**config.mk**
```make
export PLATFORM = sky130hd
export DESIGN_NAME = lsu_dmem_port
export DESIGN_NICKNAME = d
export VERILOG_FILES = /design/src/rtl/lsu_dmem_port.sv
export SDC_FILE = /design/constraint.sdc
export NUM_CORES = 1
export LEC_CHECK = 0
export CORE_MARGIN = 4
export CORE_UTILIZATION = 47
export DETAILED_ROUTE_END_ITERATION = 10
export DONT_BUFFER_PORTS = 1
export PLACE_DENSITY_LB_ADDON = 0.08
export REMOVE_ABC_BUFFERS = 1
export SYNTH_ARGS = -nofsm -noshare
export SYNTH_HDL_FRONTEND = slang
export SYNTH_SLANG_ARGS = --single-unit
```
**constraint.sdc**
```tcl
create_clock -name clk -period 5.8 [get_ports clk]
set_clock_uncertainty 0.2 [all_clocks]
set_input_delay 1.74 -clock clk [delete_from_list [all_inputs] [get_ports clk]]
set_output_delay 1.74 -clock clk [all_outputs]
set_load 0.02 [all_outputs]
```
**src/rtl/lsu_dmem_port.sv**
```systemverilog
// Load/store unit between the execute stage and a combinational-read data memory.
// Misaligned loads use two aligned word reads; misaligned stores become byte writes.
module lsu_dmem_port (
  input  logic        clk,
  input  logic        resetn,
  input  logic        req_valid,
  output logic        req_ready,
  input  logic        req_we,
  input  logic [1:0]  req_size,
  input  logic        req_unsigned,
  input  logic [31:0] req_addr,
  input  logic [31:0] req_wdata,
  output logic        rsp_valid,
  output logic [31:0] rsp_rdata,
  output logic        rsp_err,
  output logic [1:0]  dmem_we,
  output logic [31:0] dmem_a,
  output logic [31:0] dmem_wd,
  input  logic [31:0] dmem_rd
);

  typedef enum logic [2:0] {IDLE, ACC1, ACC2, BYTES, RESP} state_t;

  state_t      state_reg, state_next;
  logic        we_reg;
  logic [1:0]  size_reg;
  logic        unsigned_reg;
  logic        aligned_reg;
  logic        err_reg;
  logic [1:0]  cnt_reg;
  logic [31:0] addr_reg;
  logic [31:0] wdata_reg;
  logic [31:0] low_reg;
  logic [31:0] result_reg;

  logic [63:0] pair;
  logic [31:0] shifted;
  logic [31:0] extended;
  logic [7:0]  wbyte;
  logic        last_byte;

  function automatic logic is_aligned(input logic [1:0] size, input logic [1:0] a);
    case (size)
      2'b00:   return 1'b1;
      2'b01:   return ~a[0];
      2'b10:   return (a == 2'b00);
      default: return 1'b0;
    endcase
  endfunction

  // Aligned loads see only the low word; the shift then selects the lane directly.
  always_comb begin
    pair     = (state_reg == ACC2) ? {dmem_rd, low_reg} : {32'd0, dmem_rd};
    shifted  = 32'(pair >> {addr_reg[1:0], 3'b000});
    extended = shifted;
    case (size_reg)
      2'b00:   extended = unsigned_reg ? {24'd0, shifted[7:0]}
                                       : {{24{shifted[7]}}, shifted[7:0]};
      2'b01:   extended = unsigned_reg ? {16'd0, shifted[15:0]}
                                       : {{16{shifted[15]}}, shifted[15:0]};
      default: extended = shifted;
    endcase
  end

  assign wbyte     = 8'(wdata_reg >> {cnt_reg, 3'b000});
  assign last_byte = (cnt_reg == ((size_reg == 2'b01) ? 2'd1 : 2'd3));

  always_comb begin
    state_next = state_reg;
    req_ready  = 1'b0;
    rsp_valid  = 1'b0;
    rsp_rdata  = 32'd0;
    rsp_err    = 1'b0;
    dmem_we    = 2'b00;
    dmem_a     = 32'd0;
    dmem_wd    = 32'd0;
    case (state_reg)
      IDLE: begin
        req_ready = resetn;
        if (req_valid) begin
          if (req_size == 2'b11)
            state_next = RESP;
          else if (req_we && !is_aligned(req_size, req_addr[1:0]))
            state_next = BYTES;
          else
            state_next = ACC1;
        end
      end
      ACC1: begin
        if (we_reg) begin
          dmem_a     = addr_reg;
          dmem_wd    = wdata_reg;
          dmem_we    = ~size_reg;
          state_next = RESP;
        end else begin
          dmem_a     = {addr_reg[31:2], 2'b00};
          state_next = aligned_reg ? RESP : ACC2;
        end
      end
      ACC2: begin
        dmem_a     = {addr_reg[31:2], 2'b00} + 32'd4;
        state_next = RESP;
      end
      BYTES: begin
        dmem_we    = 2'b11;
        dmem_a     = addr_reg + {30'd0, cnt_reg};
        dmem_wd    = {24'd0, wbyte};
        if (last_byte)
          state_next = RESP;
      end
      RESP: begin
        rsp_valid  = 1'b1;
        rsp_rdata  = result_reg;
        rsp_err    = err_reg;
        state_next = IDLE;
      end
      default: state_next = IDLE;
    endcase
    // No memory write may land on a reset edge.
    if (!resetn)
      dmem_we = 2'b00;
  end

  always_ff @(posedge clk) begin
    if (!resetn) begin
      state_reg    <= IDLE;
      we_reg       <= 1'b0;
      size_reg     <= 2'b00;
      unsigned_reg <= 1'b0;
      aligned_reg  <= 1'b0;
      err_reg      <= 1'b0;
      cnt_reg      <= 2'd0;
      addr_reg     <= 32'd0;
      wdata_reg    <= 32'd0;
      low_reg      <= 32'd0;
      result_reg   <= 32'd0;
    end else begin
      state_reg <= state_next;
      case (state_reg)
        IDLE: begin
          if (req_valid) begin
            we_reg       <= req_we;
            size_reg     <= req_size;
            unsigned_reg <= req_unsigned;
            aligned_reg  <= is_aligned(req_size, req_addr[1:0]);
            err_reg      <= (req_size == 2'b11);
            cnt_reg      <= 2'd0;
            addr_reg     <= req_addr;
            wdata_reg    <= req_wdata;
            result_reg   <= 32'd0;
          end
        end
        ACC1: begin
          if (!we_reg) begin
            low_reg <= dmem_rd;
            if (aligned_reg)
              result_reg <= extended;
          end
        end
        ACC2:    result_reg <= extended;
        BYTES:   cnt_reg <= cnt_reg + 2'd1;
        default: ;
      endcase
    end
  end

endmodule

```
Word level (Yosys, flattened, before mapping)
Cells that the tools add are included.
{"block": "totals", "in_bits": 103, "register_bits": 139, "word_cells": 78}
{"block": "classes", "n_mux": 33, "addsub": 3, "shifts": 2, "n_bitwise": 3, "n_eq_ne": 13, "n_reduce_logical": 13}
{"cell": "2-to-1 mux 32 bit", "count": 7}
{"cell": "case mux 32 bit (3 select lines)", "count": 2}
{"cell": "case mux 32 bit (2 select lines)", "count": 2}
{"cell": "2-to-1 mux 64 bit", "count": 1}
{"cell": "right shift 64 x 5 -> 32 bit", "count": 1}
{"cell": "adder 32 x 2 -> 32 bit", "count": 1}
{"cell": "adder 32 x 3 -> 32 bit (second input constant)", "count": 1}
{"cell": "right shift 32 x 5 -> 8 bit", "count": 1}
{"cell": "2-to-1 mux 3 bit", "count": 5}
{"cell": "2-to-1 mux 2 bit", "count": 6}
{"cell": "case mux 3 bit (4 select lines)", "count": 1}
{"cell": "!= test 2 bit (second input constant)", "count": 4}
{"cell": "case mux 2 bit (2 select lines)", "count": 2}
{"cell": "AND reduction 2 bit", "count": 4}
{"cell": "== test 3 x 2 -> 1 bit (second input constant)", "count": 2}
{"cell": "zero test 2 bit", "count": 3}
{"cell": "2-to-1 mux 1 bit", "count": 6}
{"cell": "== test 2 x 1 -> 1 bit (second input constant)", "count": 2}
{"cell": "== test 2 bit (second input constant)", "count": 2}
{"cell": "AND reduction 4 bit", "count": 1}
{"cell": "== test 3 x 1 -> 1 bit (second input constant)", "count": 1}
{"cell": "== test 3 bit (second input constant)", "count": 1}
{"cell": "zero test 3 bit", "count": 1}
{"cell": "case mux 1 bit (3 select lines)", "count": 1}
{"cell": "8 further kinds", "count": 9}

Logic depth before layout (Yosys ltp)
Gate-level depths: netlist of the first run.
{"block": "logic_depth", "word_depth": 11, "ltp_mapped": 9, "ltp_nobuf": 8}

Worst setup path before layout of the first run
OpenSTA, ideal clock, no wires.
{"block": "synth_path", "path_kind": "input to output", "start": "input resetn", "end": "output dmem_we[0]", "arrival_ns": 2.755, "path_slack_ns": 1.105, "cell_stages": 3, "path_buffers": 2, "required_time_ns": 3.860, "cell_sequence": "clkbuf_1 -> clkbuf_1 -> a21boi_0"}
{"block": "synth_via", "elab_chain_cells": 1}
{"element": "start, declared", "line_no": "5", "rtl": "input logic resetn,"}
{"element": "2-to-1 mux 2 bit", "line_no": "120", "rtl": "if (!resetn)"}
{"element": "end, declared", "line_no": "16", "rtl": "output logic [1:0] dmem_we,"}
No other way between the ends.

Worst setup path after layout of the first run
{"block": "layout_path", "start": "register addr_reg[1]", "end": "output dmem_a[24]"}
{"block": "layout_via", "elab_chain_cells": 2}
{"element": "start, declared", "line_no": "31", "rtl": "logic [31:0] addr_reg;"}
{"element": "start signal, assigned", "line_no": "148", "rtl": "addr_reg <= req_addr;"}
{"element": "adder 32 x 2 -> 32 bit", "line_no": "106", "rtl": "dmem_a = addr_reg + {30'd0, cnt_reg};"}
{"element": "case mux 32 bit (3 select lines)", "line_no": "77", "rtl": "case (state_reg)"}
{"element": "end, declared", "line_no": "17", "rtl": "output logic [31:0] dmem_a,"}
No other way between the ends.

==> flow_summary.toml, run 1 <==
[status]
outcome = "finished clean"

[floorplanning]
dieArea_mm2 = 0.0203
fp.dieH_um = 143
die_w_um = 143
num_rows = 48
ioPinCount = 204
core_area_mm2 = 0.0175
start_util_pct = 48.5

[route]
avgViaCountPerCell = 5.86
first_pass_iters = 5
drt_iter0_drc = 484
num_vias = 7442
ant_nets = 0
post_drt_wl_per_cell_um = 18.9
remaining_drc_errors = 0
wl_um = 24000

[clocking]
cts_hold_buf = 0
cts_root_buf = "clkbuf_16"
cts.repair.resized = 0
htreeDepth = 4
clock_latency_ps = 420
cts_sinks = 139
post_cts_buffers = 0
cts_tree = "yes"
numCtsBuffers = 17
clockBufferDepth = 2
clk_pin_slew_ps = 60

[sta]
setup_ws_ps = 788
timing.fmax_mhz = 200
finalCriticalPeriod_ps = 5010
relSlewSlack_pct = 32.7
setup_tns_ps = 0
slew_viol_final = 0
setup_violations = 0
period_share_pct = 86.4
hold_viol_final = 0
rsz0062_at_grt = "false"
worst-slew-pin-transition_ps = 1000

[global_route]
track_usage_pct = 23.6
grt_pass1_vias = 7163
grt_max_degree = 112
grt_pass1_wl_um = 38600
overflow = 0
grt_antenna_before_repair = 0

[yosys]
synthFlopType = "dfxtp_1"
ys_warn_count = 0
synth_cells = 1077
synth_edf_count = 0
synth_area_mm2 = 0.00851
synth_area_per_cell_um2 = 7.90
synthArstFlopShare_pct = 0
ys_seq_area_share_pct = 32.7
synth_seq_cells = 139
yosys.cell_types.count = 61

[min_path]
hold_start = "result_reg[17]"
whs_path_depth = 2
holdPathEnd = "result_reg[17]"
min-delay-path-class = "flip-flop to flip-flop"

[pwr]
p_comb_share_pct = 21.3
p_int_mw = 2.01
ir_worst_vdd_uv = 272
static-leakage-power_nw = 3.41
p_sw_mw = 0.937
switching_share_pct = 31.8
seqPwrFrac_pct = 38.7
power_density_mw_per_mm2 = 318
p_clk_share_pct = 40.0
p_total_mw = 2.94

[flow_run]
drv_cap = 0

[setup_path]
slowest_delay_ps = 480
path_class = "flip-flop to output port"
endpoint_kind = "output port"
critical-path-top-delay-family = "buffers and inverters"
crit_chain = "buf_4 > inv_2 > fa_1 > o21a_1 > nor2b_1 > a21oi_1 > mux2i_1"
required_ps = 3860
reg2reg_to = "result_reg[14]"
worst_r2r_startpoint = "state_reg[1]"
arrival_ps = 3070
rr_worst_depth = 6
startpoint_type = "flip-flop"
crit_buf_inv = 2
regToRegSetupSlack_ps = 2310
slowest_stage = "inv_2"
critPathMaxFanout = 28

[place]
io_buffers = 0
pre_cts_ws_ps = 1220
dp_hpwl_um = 16500
gp_congestion = 0.888

[finish]
drive_gt1_share_pct = 11.1
area_delta_synth_final_pct = 8.93
fin_nets = 1139
diodes = 0
-- layout by cell type (no fill, tap or decap), drive strengths merged, types with 8 or more instances in the layout --
cell type  instances
nand2            287
dfxtp            139
a21boi           104
o21ai             67
and2              63
mux2i             48
nand3             30
nor2              28
a21oi             25
buf               25
mux4              23
clkbuf            17
a31oi             14
nor3              13
inv               12
and3              10
nand4             10
mux2              10
o211ai            10
o21a               9
a32o               8
a22o               8
-- metrics by stage --
stage / instances / utilization (%) / hold WS (ps) / area, µm²
floorplan: 988 / - / 217 / 8130
global placement: 1238 / 49.2 / 230 / 8620
detailed placement: 1238 / 49.2 / 236 / 8620
CTS: 1270 / 52.8 / 251 / 9270
global route: 1270 / 52.8 / 267 / 9270
finish: 1270 / 52.8 / 244 / 9270
-- worst register-to-register path, delay by kind of cell (launching register included) --
family                 cells  cell delay [ps]
buffers and inverters      1              370
muxes                      1              520
AOI/OAI and AO/OA          2              400
and+or+nand+nor            2              970
DFF                        1              940
-- layer usage --
metal  share of wire [%]  wire length (µm)  GRT usage, %  vias to the layer above
met5                   0                 0             0                        -
met1                  44             10700          31.4                     3486
li1                    -                 -             -                     3691
met3                 8.7              2090          8.06                       19
met2                  46             11000          37.3                      246
met4                 1.1               255          5.05                        0
-- worst max-delay path by stage --
stage                startpoint         end  slack [ps]  cells after the start
floorplan           addr_reg[0]  dmem_a[20]         790                      7
global placement    addr_reg[1]  dmem_a[26]        1240                      7
detailed placement   cnt_reg[1]  dmem_a[27]        1220                      6
CTS                  cnt_reg[1]  dmem_a[27]         770                      6
global route         cnt_reg[1]  dmem_a[27]         530                      6
finish              addr_reg[1]  dmem_a[24]         790                      7
-- Yosys cell counts, types with 7 or more instances --
master    instances  area [µm²]
mux2i_1          47         470
nand4_1          10        62.6
a32o_1            8        80.1
o21a_1            9        67.6
o211ai_1         10        75.1
a21boi_0        104         781
mux2_2           10         113
nor3_1           12        60.1
a31oi_1          14        87.6
a22oi_1           7        52.6
inv_1             8        30.0
clkbuf_1         77         289
mux4_2           23         518
o21ai_2          10        87.6
nand3_1          30         150
or3_1             7        43.8
o21ai_0          55         275
nand2_1         287        1080
nor2_1           28         105
dfxtp_1         139        2780
and3_1           10        62.6
and2_1           62         388
a22o_1            8        70.1
a21oi_1          25         125
-- power by group through the flow --
stage | clock (mW) | combinational [mW] | sequential (mW)
finish | 1.18 | 0.627 | 1.14
global route | 1.24 | 0.700 | 1.15
CTS | 1.20 | 0.630 | 1.14
detailed placement | 0 | 0.628 | 1.16
global placement | 0 | 0.621 | 1.16
floorplan | 0 | 0.445 | 1.15
-- layout make-up --
type	count	area [µm²]
fill	1751	8270
inverter	10	37.5
tap	225	282
multi-input combinational	839	5330
timing repair buffer	25	188
sequential	139	2780
clock inverter	15	215
clock buffer	17	425
-- cells by family (layout without fill, tap and decap cells) --
logic type / after synthesis / count (layout) / synth area share, %
muxes: 81 / 81 / 13.2
adders and majority gates: 4 / 4 / 0.677
AOI/OAI and AO/OA: 277 / 277 / 22.8
xor gates and xnor gates: 3 / 3 / 0.309
DFF: 139 / 139 / 32.7
buffers and inverters: 99 / 67 / 4.90
and+or+nand+nor: 474 / 474 / 25.4
(Power assumes the default switching activity.)
==> run 2: changes to the inputs <==
Settings changed: DONT_BUFFER_PORTS 1 to unset.
==> run 2 against run 1 <==
Effect of this change: wire length grew 4.2%; design area increased by 21%; sequential power about the same; die area is the same; count of clock-buffer cells in the layout is 2 higher; total power up 0.98%; non-clock buffer count rose by 199; combinational power grew 21%; global-route usage is 0.91 points higher; register-to-register slack improved by 120 ps; flip-flop and latch count stayed put; sequential share of layout area fell by 5.2 points; critical endpoint is now dmem_a[27].
==> flow_summary.toml, run 2 (synthesis gave the netlist of run 1 again) <==
[route]
post_drt_wl_per_cell_um = 17.0
wl_um = 25000
drt_iter0_drc = 470
avgViaCountPerCell = 5.63
num_vias = 8275
remaining_drc_errors = 0
ant_nets = 0
first_pass_iters = 5

[pwr]
p_total_mw = 2.97
power_density_mw_per_mm2 = 265
switching_share_pct = 32.1
p_clk_share_pct = 36.3
ir_worst_vdd_uv = 252
static-leakage-power_nw = 4.11
p_int_mw = 2.02
p_sw_mw = 0.955
p_comb_share_pct = 25.5
seqPwrFrac_pct = 38.2

[floorplanning]
start_util_pct = 48.5
num_rows = 48
die_w_um = 143
fp.dieH_um = 143
ioPinCount = 204
core_area_mm2 = 0.0175
dieArea_mm2 = 0.0203

[clocking]
clockBufferDepth = 2
clk_pin_slew_ps = 60
clock_latency_ps = 420
cts_hold_buf = 0
htreeDepth = 4
cts_root_buf = "clkbuf_16"
post_cts_buffers = 0
cts.repair.resized = 0
cts_sinks = 139
numCtsBuffers = 17
cts_tree = "yes"

[flow_run]
drv_cap = 0

[global_route]
track_usage_pct = 24.5
overflow = 0
grt_pass1_vias = 7988
grt_antenna_before_repair = 0
grt_max_degree = 62
grt_pass1_wl_um = 40500

[sta]
relSlewSlack_pct = 33.8
period_share_pct = 89.0
rsz0062_at_grt = "false"
slew_viol_final = 0
setup_tns_ps = 0
finalCriticalPeriod_ps = 5160
hold_viol_final = 0
timing.fmax_mhz = 194
whs_ps = 243
worst-slew-pin-transition_ps = 987
setup_violations = 0

[status]
outcome = "finished clean"

[finish]
layout.cells.most_common = "nand2_1"
area_delta_synth_final_pct = 31.8
diodes = 0
final_cell_mix = "nand2_1, clkdlybuf4s50_1, dfxtp_1"
drive_gt1_share_pct = 9.00
fin_nets = 1338
instances_no_fill = 1469

[min_path]
min-delay-path-class = "flip-flop to flip-flop"
hold_start = "result_reg[28]"

[setup_path]
startpoint_type = "flip-flop"
startpoint = "addr_reg[1]"
arrival_ps = 3220
regToRegSetupSlack_ps = 2430
required_ps = 3860
endpoint_kind = "output port"
worst_r2r_startpoint = "addr_reg[0]"
critPathMaxFanout = 18
path_class = "flip-flop to output port"

[place]
io_buffers = 203
dp.cells = 1437
dp_hpwl_um = 17100
gp_congestion = 0.880
-- run 2: cell types whose count changed in the layout (fill, tap and decap cells not counted), sizes merged --
cell	change
buf	-3
bufinv	-2
clkbuf	+2
clkdlybuf4s50	+202
clkinvlp	+1
inv	-1
-- run 2: final cells by class --
type	instances	area (µm²)
inverter	10	37.5
tap	225	282
multi-input combinational	839	5330
fill	1612	6330
clock buffer	19	443
sequential	139	2780
clock inverter	13	144
timing repair buffer	224	2180
-- run 2: worst max-delay path, stage by stage, from the launching register on --
cell and delay (ps):
dfxtp_1 300, buf_4 230, ha_1 280, a21oi_1 240
o21ai_1 240, nor2_1 450, a21oi_1 100, o21ai_0 290
clkdlybuf4s50_1 660
-- run 2: power groups by stage --
stage / Combinational (mW) / Clock, mW / Sequential [mW]
floorplan: 0.445 / 0 / 1.15
global placement: 0.750 / 0 / 1.15
detailed placement: 0.757 / 0 / 1.16
CTS: 0.761 / 1.09 / 1.14
global route: 0.836 / 1.14 / 1.15
finish: 0.758 / 1.08 / 1.14
-- run 2: through the flow --
| step | setup slack (ps) | area, µm² | util [%] |
|---|---|---|---|
| floorplan | 786 | 8130 | - |
| CTS | 713 | 11200 | 63.9 |
| global placement | 1200 | 10600 | 60.6 |
| finish | 639 | 11200 | 63.9 |
| detailed placement | 1160 | 10600 | 60.6 |
| global route | 526 | 11200 | 63.9 |
-- run 2: metal layers --
layer	track usage, %	up-vias	share of wire (%)
met2	40.2	275	47
met4	7.15	0	1.7
li1	-	4079	-
met3	7.49	39	8.3
met1	31.1	3882	43
met5	0	-	0
-- run 2: path summary, 6_finish.rpt --
kind,endpoint,depth (start not counted)
hold / removal,result_reg[28],2
hold reg to reg,result_reg[28],2
setup / recovery,dmem_a[27],8
setup reg to reg,result_reg[8],6
